**src/rtl/imm_ext_pkg.sv**
```systemverilog
// imm_ext_pkg
// Shared definitions for the immediate-extension stage and the decoder that
// drives it: the 2-bit extension-mode encoding and the skid-buffer states.
package imm_ext_pkg;

   localparam int IMM_MODE_W = 2;

   typedef enum logic [IMM_MODE_W-1:0] {
      IMM_SEXT = 2'b00,
      IMM_ZEXT = 2'b01,
      IMM_LUI  = 2'b10,
      IMM_BOFF = 2'b11
   } imm_mode_e;

   // Occupancy of the main + skid register pair.
   typedef enum logic [1:0] {
      ST_EMPTY = 2'b00,
      ST_ONE   = 2'b01,
      ST_FULL  = 2'b10
   } skid_state_e;

endpackage

```
**src/rtl/imm_ext_stage_if.sv**
```systemverilog
// imm_ext_stage_if
// Decode-to-execute immediate bus: input valid/ready handshake carrying the
// raw immediate, mode and tag, and output valid/ready handshake carrying the
// extended immediate and tag.
//   master : decode/execute side (drives in_*, out_ready)
//   slave  : imm_ext_stage (drives in_ready, out_*)
interface imm_ext_stage_if #(
   parameter int IN_W  = 16,
   parameter int OUT_W = 32,
   parameter int TAG_W = 5
);
   import imm_ext_pkg::*;

   logic                  in_valid;
   logic                  in_ready;
   logic [IN_W-1:0]       in_imm;
   logic [IMM_MODE_W-1:0] in_mode;
   logic [TAG_W-1:0]      in_tag;
   logic                  out_valid;
   logic                  out_ready;
   logic [OUT_W-1:0]      out_imm;
   logic [TAG_W-1:0]      out_tag;

   modport master (
      output in_valid, in_imm, in_mode, in_tag, out_ready,
      input  in_ready, out_valid, out_imm, out_tag
   );

   modport slave (
      input  in_valid, in_imm, in_mode, in_tag, out_ready,
      output in_ready, out_valid, out_imm, out_tag
   );
endinterface

```
**src/rtl/imm_ext_fn.sv**
```systemverilog
// imm_ext_fn
// Purely combinational immediate extension IN_W -> OUT_W.
//   i_imm   : raw immediate
//   i_mode  : SEXT / ZEXT / LUI / BOFF
//   o_value : extended immediate
// Optional feature macro: IMM_EXT_BOFF_EN. When undefined, mode BOFF decodes
// as SEXT and the shifted-offset path does not exist. OUT_W must be at least
// IN_W + 2 so the branch offset keeps the full shifted immediate.
module imm_ext_fn
   import imm_ext_pkg::*;
#(
   parameter int IN_W  = 16,
   parameter int OUT_W = 32
) (
   input  logic [IN_W-1:0]  i_imm,
   input  imm_mode_e        i_mode,
   output logic [OUT_W-1:0] o_value
);

   logic [OUT_W-1:0] w_sext;
   assign w_sext = {{(OUT_W-IN_W){i_imm[IN_W-1]}}, i_imm};

   always_comb begin
      o_value = w_sext;
      case (i_mode)
         IMM_ZEXT: o_value = {{(OUT_W-IN_W){1'b0}}, i_imm};
         IMM_LUI:  o_value = {i_imm, {(OUT_W-IN_W){1'b0}}};
`ifdef IMM_EXT_BOFF_EN
         // Word-aligned branch offset: top two sign bits fall off.
         IMM_BOFF: o_value = {w_sext[OUT_W-3:0], 2'b00};
`endif
         default:  o_value = w_sext;
      endcase
   end

endmodule

```
**src/rtl/imm_ext_stage.sv**
```systemverilog
// imm_ext_stage
// Registered immediate-extension stage between decode and the execute
// operand mux, with a 2-entry skid buffer so in_ready comes from flops only.
//   clk   : rising-edge clock
//   rst   : synchronous active-high reset (clears state and data registers)
//   flush : discards all held and incoming entries this cycle
//   bus   : imm_ext_stage_if.slave (in_* accept side, out_* execute side)
// Optional feature macro: IMM_EXT_BOFF_EN (enables branch-offset mode in
// imm_ext_fn).
module imm_ext_stage
   import imm_ext_pkg::*;
#(
   parameter int IN_W  = 16,
   parameter int OUT_W = 32,
   parameter int TAG_W = 5
) (
   input  logic            clk,
   input  logic            rst,
   input  logic            flush,
   imm_ext_stage_if.slave  bus
);

   logic [OUT_W-1:0] w_ext;
   logic             w_acc;
   logic             w_xfer;

   skid_state_e      r_state;
   logic [OUT_W-1:0] r_main_imm;
   logic [TAG_W-1:0] r_main_tag;
   logic [OUT_W-1:0] r_skid_imm;
   logic [TAG_W-1:0] r_skid_tag;

   imm_ext_fn #(
      .IN_W  (IN_W),
      .OUT_W (OUT_W)
   ) u_fn (
      .i_imm   (bus.in_imm),
      .i_mode  (imm_mode_e'(bus.in_mode)),
      .o_value (w_ext)
   );

   // Ready depends only on the occupancy flop (and reset), never on out_ready.
   assign bus.in_ready  = (r_state != ST_FULL) && !rst;
   assign bus.out_valid = (r_state != ST_EMPTY);
   assign bus.out_imm   = r_main_imm;
   assign bus.out_tag   = r_main_tag;

   assign w_acc  = bus.in_valid && bus.in_ready;
   assign w_xfer = bus.out_valid && bus.out_ready;

   always_ff @(posedge clk) begin
      if (rst) begin
         r_state    <= ST_EMPTY;
         r_main_imm <= '0;
         r_main_tag <= '0;
         r_skid_imm <= '0;
         r_skid_tag <= '0;
      end else if (flush) begin
         // Data registers keep stale values; out_valid=0 masks them.
         r_state <= ST_EMPTY;
      end else begin
         case (r_state)
            ST_EMPTY: begin
               if (w_acc) begin
                  r_main_imm <= w_ext;
                  r_main_tag <= bus.in_tag;
                  r_state    <= ST_ONE;
               end
            end
            ST_ONE: begin
               if (w_acc && w_xfer) begin
                  r_main_imm <= w_ext;
                  r_main_tag <= bus.in_tag;
               end else if (w_acc) begin
                  r_skid_imm <= w_ext;
                  r_skid_tag <= bus.in_tag;
                  r_state    <= ST_FULL;
               end else if (w_xfer) begin
                  r_state <= ST_EMPTY;
               end
            end
            ST_FULL: begin
               // in_ready is low here, so only a transfer can happen.
               if (w_xfer) begin
                  r_main_imm <= r_skid_imm;
                  r_main_tag <= r_skid_tag;
                  r_state    <= ST_ONE;
               end
            end
            default: r_state <= ST_EMPTY;
         endcase
      end
   end

endmodule

```
**src/flat_wrapper.sv**
```systemverilog
// flat-port wrapper written by rule: the top's interface ports become plain ports
module imm_ext_stage_flat import imm_ext_pkg::*;
#(
   parameter int IN_W  = 16,
   parameter int OUT_W = 32,
   parameter int TAG_W = 5
)
  (clk, rst, flush, bus_in_valid, bus_in_imm, bus_in_mode, bus_in_tag, bus_out_ready, bus_in_ready, bus_out_valid, bus_out_imm, bus_out_tag);
  imm_ext_stage_if #(.IN_W(IN_W), .OUT_W(OUT_W), .TAG_W(TAG_W)) bus_i ();
  input  logic clk;
  input  logic rst;
  input  logic flush;
  input wire logic [$bits(bus_i.in_valid)-1:0] bus_in_valid;
  input wire logic [$bits(bus_i.in_imm)-1:0] bus_in_imm;
  input wire logic [$bits(bus_i.in_mode)-1:0] bus_in_mode;
  input wire logic [$bits(bus_i.in_tag)-1:0] bus_in_tag;
  input wire logic [$bits(bus_i.out_ready)-1:0] bus_out_ready;
  output wire logic [$bits(bus_i.in_ready)-1:0] bus_in_ready;
  output wire logic [$bits(bus_i.out_valid)-1:0] bus_out_valid;
  output wire logic [$bits(bus_i.out_imm)-1:0] bus_out_imm;
  output wire logic [$bits(bus_i.out_tag)-1:0] bus_out_tag;
  assign bus_i.in_valid = bus_in_valid;
  assign bus_i.in_imm = bus_in_imm;
  assign bus_i.in_mode = bus_in_mode;
  assign bus_i.in_tag = bus_in_tag;
  assign bus_i.out_ready = bus_out_ready;
  assign bus_in_ready = bus_i.in_ready;
  assign bus_out_valid = bus_i.out_valid;
  assign bus_out_imm = bus_i.out_imm;
  assign bus_out_tag = bus_i.out_tag;
  imm_ext_stage #(.IN_W(IN_W), .OUT_W(OUT_W), .TAG_W(TAG_W)) u_core (.clk(clk), .rst(rst), .flush(flush), .bus(bus_i));
endmodule
```
**config.mk**
```make
export PLATFORM = sky130hd
export DESIGN_NAME = imm_ext_stage_flat
export DESIGN_NICKNAME = d
export VERILOG_FILES = /design/src/rtl/imm_ext_pkg.sv /design/src/rtl/imm_ext_stage_if.sv /design/src/rtl/imm_ext_fn.sv /design/src/rtl/imm_ext_stage.sv /design/src/flat_wrapper.sv
export SDC_FILE = /design/constraint.sdc
export NUM_CORES = 1
export LEC_CHECK = 0
export ABC_AREA = 1
export BUFFER_PORTS_ARGS = -buffer_cell sky130_fd_sc_hd__buf_2
export CORE_MARGIN = 8
export CORE_UTILIZATION = 55
export CTS_BUF_LIST = sky130_fd_sc_hd__clkbuf_8 sky130_fd_sc_hd__clkbuf_16
export CTS_CLUSTER_SIZE = 30
export DETAILED_ROUTE_END_ITERATION = 16
export GPL_TIMING_DRIVEN = 1
export PLACE_DENSITY = 0.78
export SYNTH_ARGS = -nofsm -noshare
export SYNTH_HDL_FRONTEND = slang
export SYNTH_SLANG_ARGS = --single-unit
```
**constraint.sdc**
```tcl
create_clock -name clk -period 2.08 [get_ports clk]
set_input_delay 0.312 -clock clk [delete_from_list [all_inputs] [get_ports clk]]
set_output_delay 0.312 -clock clk [all_outputs]
set_load 0.1 [all_outputs]
```
==> metrics.cfg <==
[worst_setup_path]
path_max_fanout = 52
r2r_setup_slack_ps = 330
crit_top_cell = nor2_1
crit_type = register to register
crit_path_end_kind = register
slowest_delay_ps = 450
timing.rr.start = u_core.r_state[1]
worstPathRequired_ps = 2360
start_kind = register
path_cells = nor2_2 > nor2_1 > nor2_1 > nand2_1 > buf_4 > o21ai_0 > a21oi_1
cp.arrival_ps = 2020
cp_slowest_cell = buf_4
timing.rr.end = u_core.r_skid_imm[23]
worst_r2r_path_depth = 7

[clocking]
cts.clk_slew.worst_paths_ps = 80
clk_path_buf_depth = 2
htreeDepth = 3
cts_root_buffer = clkbuf_8
insertion_delay_ps = 350
clkSinkCount = 76
cts_setup_buffers = 0
tritoncts = built
cts_resized = 0
cts-buffers-inserted = 9
postCtsHoldBufs = 0

[logic_synthesis]
ys_seq_elements = 76
avgSynthCellArea_um2 = 6.58
syn_nets = 631
ys_warn_count = 0
synth_cell_type_count = 23
syn_area_mm2 = 0.00396
syn_inst = 601
ys_seq_area_share_pct = 38.5

[cells_and_area]
drive_gt1_share_pct = 17.0
diodes = 0
final_nets = 673
stdcell_area_mm2 = 0.00444
syn_to_final_growth_pct = 12.3
nFillCells = 669

[detailed_routing]
wl_per_cell_um = 12.2
dr_total_vias = 3747
drt-pass1-iter-count = 4
drt_first_iter_violations = 187
drc_errors = 0
viasPerCell = 5.02
wl_um = 9080
final_antenna_net_count = 0

[hold_path]
holdPathStages = 3
worst_hold_path.endpoint = u_core.r_skid_tag[4]
hold_class = input port to register
hold_start = bus_in_tag[4]

[timing]
min_period_ps = 1750
fin_ws_ps = 334
setup-violations-final = 0
maxSlewHeadroom_pct = 61.5
slew_violations = 0
worstMarginPinSlew_ps = 578
period_share_pct = 83.9
rsz0062_at_grt = no
hold_slack_ps = 230
finClkSkew_ps = 10.7
finalSetupTns_ps = 0
max_freq_mhz = 573
hold_viol_final = 0

[placed_design]
gp_congestion = 0.879
numPortBuffers = 66
place_ws_ps = 309
placed_area_mm2 = 0.00421
hpwl_um = 6030

[grt]
grt.overflow.total = 0
grt_pass1_wl_um = 15300
gr-usage-all-layers_pct = 18.4
grt_pass1_vias = 3457
grt_antenna_before_repair = 0
grt_max_degree = 75

[floorplanning]
die_x_um = 101
ioPinCount = 67
core_area_mm2 = 0.00710
die_y_um = 101
row_count = 31
dieArea_mm2 = 0.0102
initial_core_util_pct = 55.7

[run_status]
status = completed

[pwr]
leakagePower_nw = 2.15
powerDensity_mw_per_mm2 = 837
peakVddDrop_mv = 0.426

[flow_run]
cap_violations = 0

## routing by layer
| layer | global-route usage, % | vias to the layer above | part of all wire (%) |
|---|---|---|---|
| li1 | - | 1964 | - |
| met1 | 21.9 | 1669 | 45 |
| met2 | 31.4 | 99 | 46 |
| met3 | 4.01 | 15 | 6.1 |
| met4 | 7.33 | 0 | 2.0 |
| met5 | 0 | - | 0 |
## layout make-up
type / instances / area [µm²] / area share [%]
clock buffer: 12 / 165 / 3.72
clock inverter: 4 / 70.1 / 1.58
inverter: 70 / 263 / 5.92
multi-input combinational: 411 / 1860 / 41.9
sequential: 76 / 1520 / 34.3
tap: 99 / 124 / 2.79
timing repair buffer: 75 / 438 / 9.86
## cells in the mapped netlist, drive strengths merged
library cell / number / area share [%]
nor2: 102 / 9.7
o21ai: 36 / 4.6
nand3: 55 / 7.3
inv: 70 / 6.6
o21bai: 1 / 0.47
ha: 2 / 0.63
nand4: 2 / 0.32
clkbuf: 6 / 0.57
dfxtp: 76 / 38
a21oi: 77 / 11
buf: 38 / 7.4
nand2: 136 / 13
## metrics by stage
stage	power (mW)	cells	utilization (%)
3_3_place_gp	2.45	731	59.2
4_1_cts	3.74	747	62.6
3_5_place_dp	2.46	731	59.2
2_1_floorplan	2.31	601	-
6_report	3.72	747	62.6
5_1_grt	3.88	747	62.6
## how the worst max path moves through the flow
stage	from	end	slack [ps]	cells past startpoint
6_report	u_core.r_state[1]	u_core.r_skid_imm[23]	330	7
5_1_grt	u_core.r_state[1]	u_core.r_skid_imm[19]	90	7
3_5_place_dp	bus_in_mode[0]	u_core.bus.out_imm[26]	310	10
2_1_floorplan	u_core.r_state[0]	u_core.r_state[0]	130	9
3_3_place_gp	bus_in_mode[0]	u_core.bus.out_imm[28]	340	10
4_1_cts	u_core.r_state[1]	u_core.r_skid_imm[23]	350	7
## cell usage in the layout, fill, tap and decap left out, types with 3 or more instances in the layout
cell,count
a21oi_2,10
clkbuf_8,12
inv_2,3
nand3_1,54
inv_1,67
o21ai_1,12
dfxtp_1,76
buf_2,65
nor2_1,100
o21ai_0,24
buf_4,7
a21oi_1,66
nand2_1,135
buf_12,3
## cells by family after synthesis
| group | count (synthesis) | synth area share, % |
|---|---|---|
| compound gates | 114 | 16.0 |
| fa+ha+maj | 2 | 0.633 |
| buf+inv | 114 | 14.6 |
| flops | 76 | 38.5 |
| simple gates | 295 | 30.3 |
## state kept, by name, indices dropped and copies added, names as in the netlist
signal	count
u_core.bus.out_imm	32
u_core.r_skid_imm	32
u_core.bus.out_tag	5
u_core.r_skid_tag	5
u_core.r_state	2
## power breakdown
group	total [mW]	switching, mW	internal, mW
Sequential	1.54	0.0290	1.51
Clock	1.29	0.524	0.770
Combinational	0.880	0.685	0.195
Total	3.72	1.24	2.48
## worst max-delay path: cells and delay by family, from the launching register on
family          cells  cell delay [ps]
simple gates        4              480
compound gates      2              300
buf+inv             1              450
flops               1              430
Note: power is estimated with default switching activity, not from simulation.
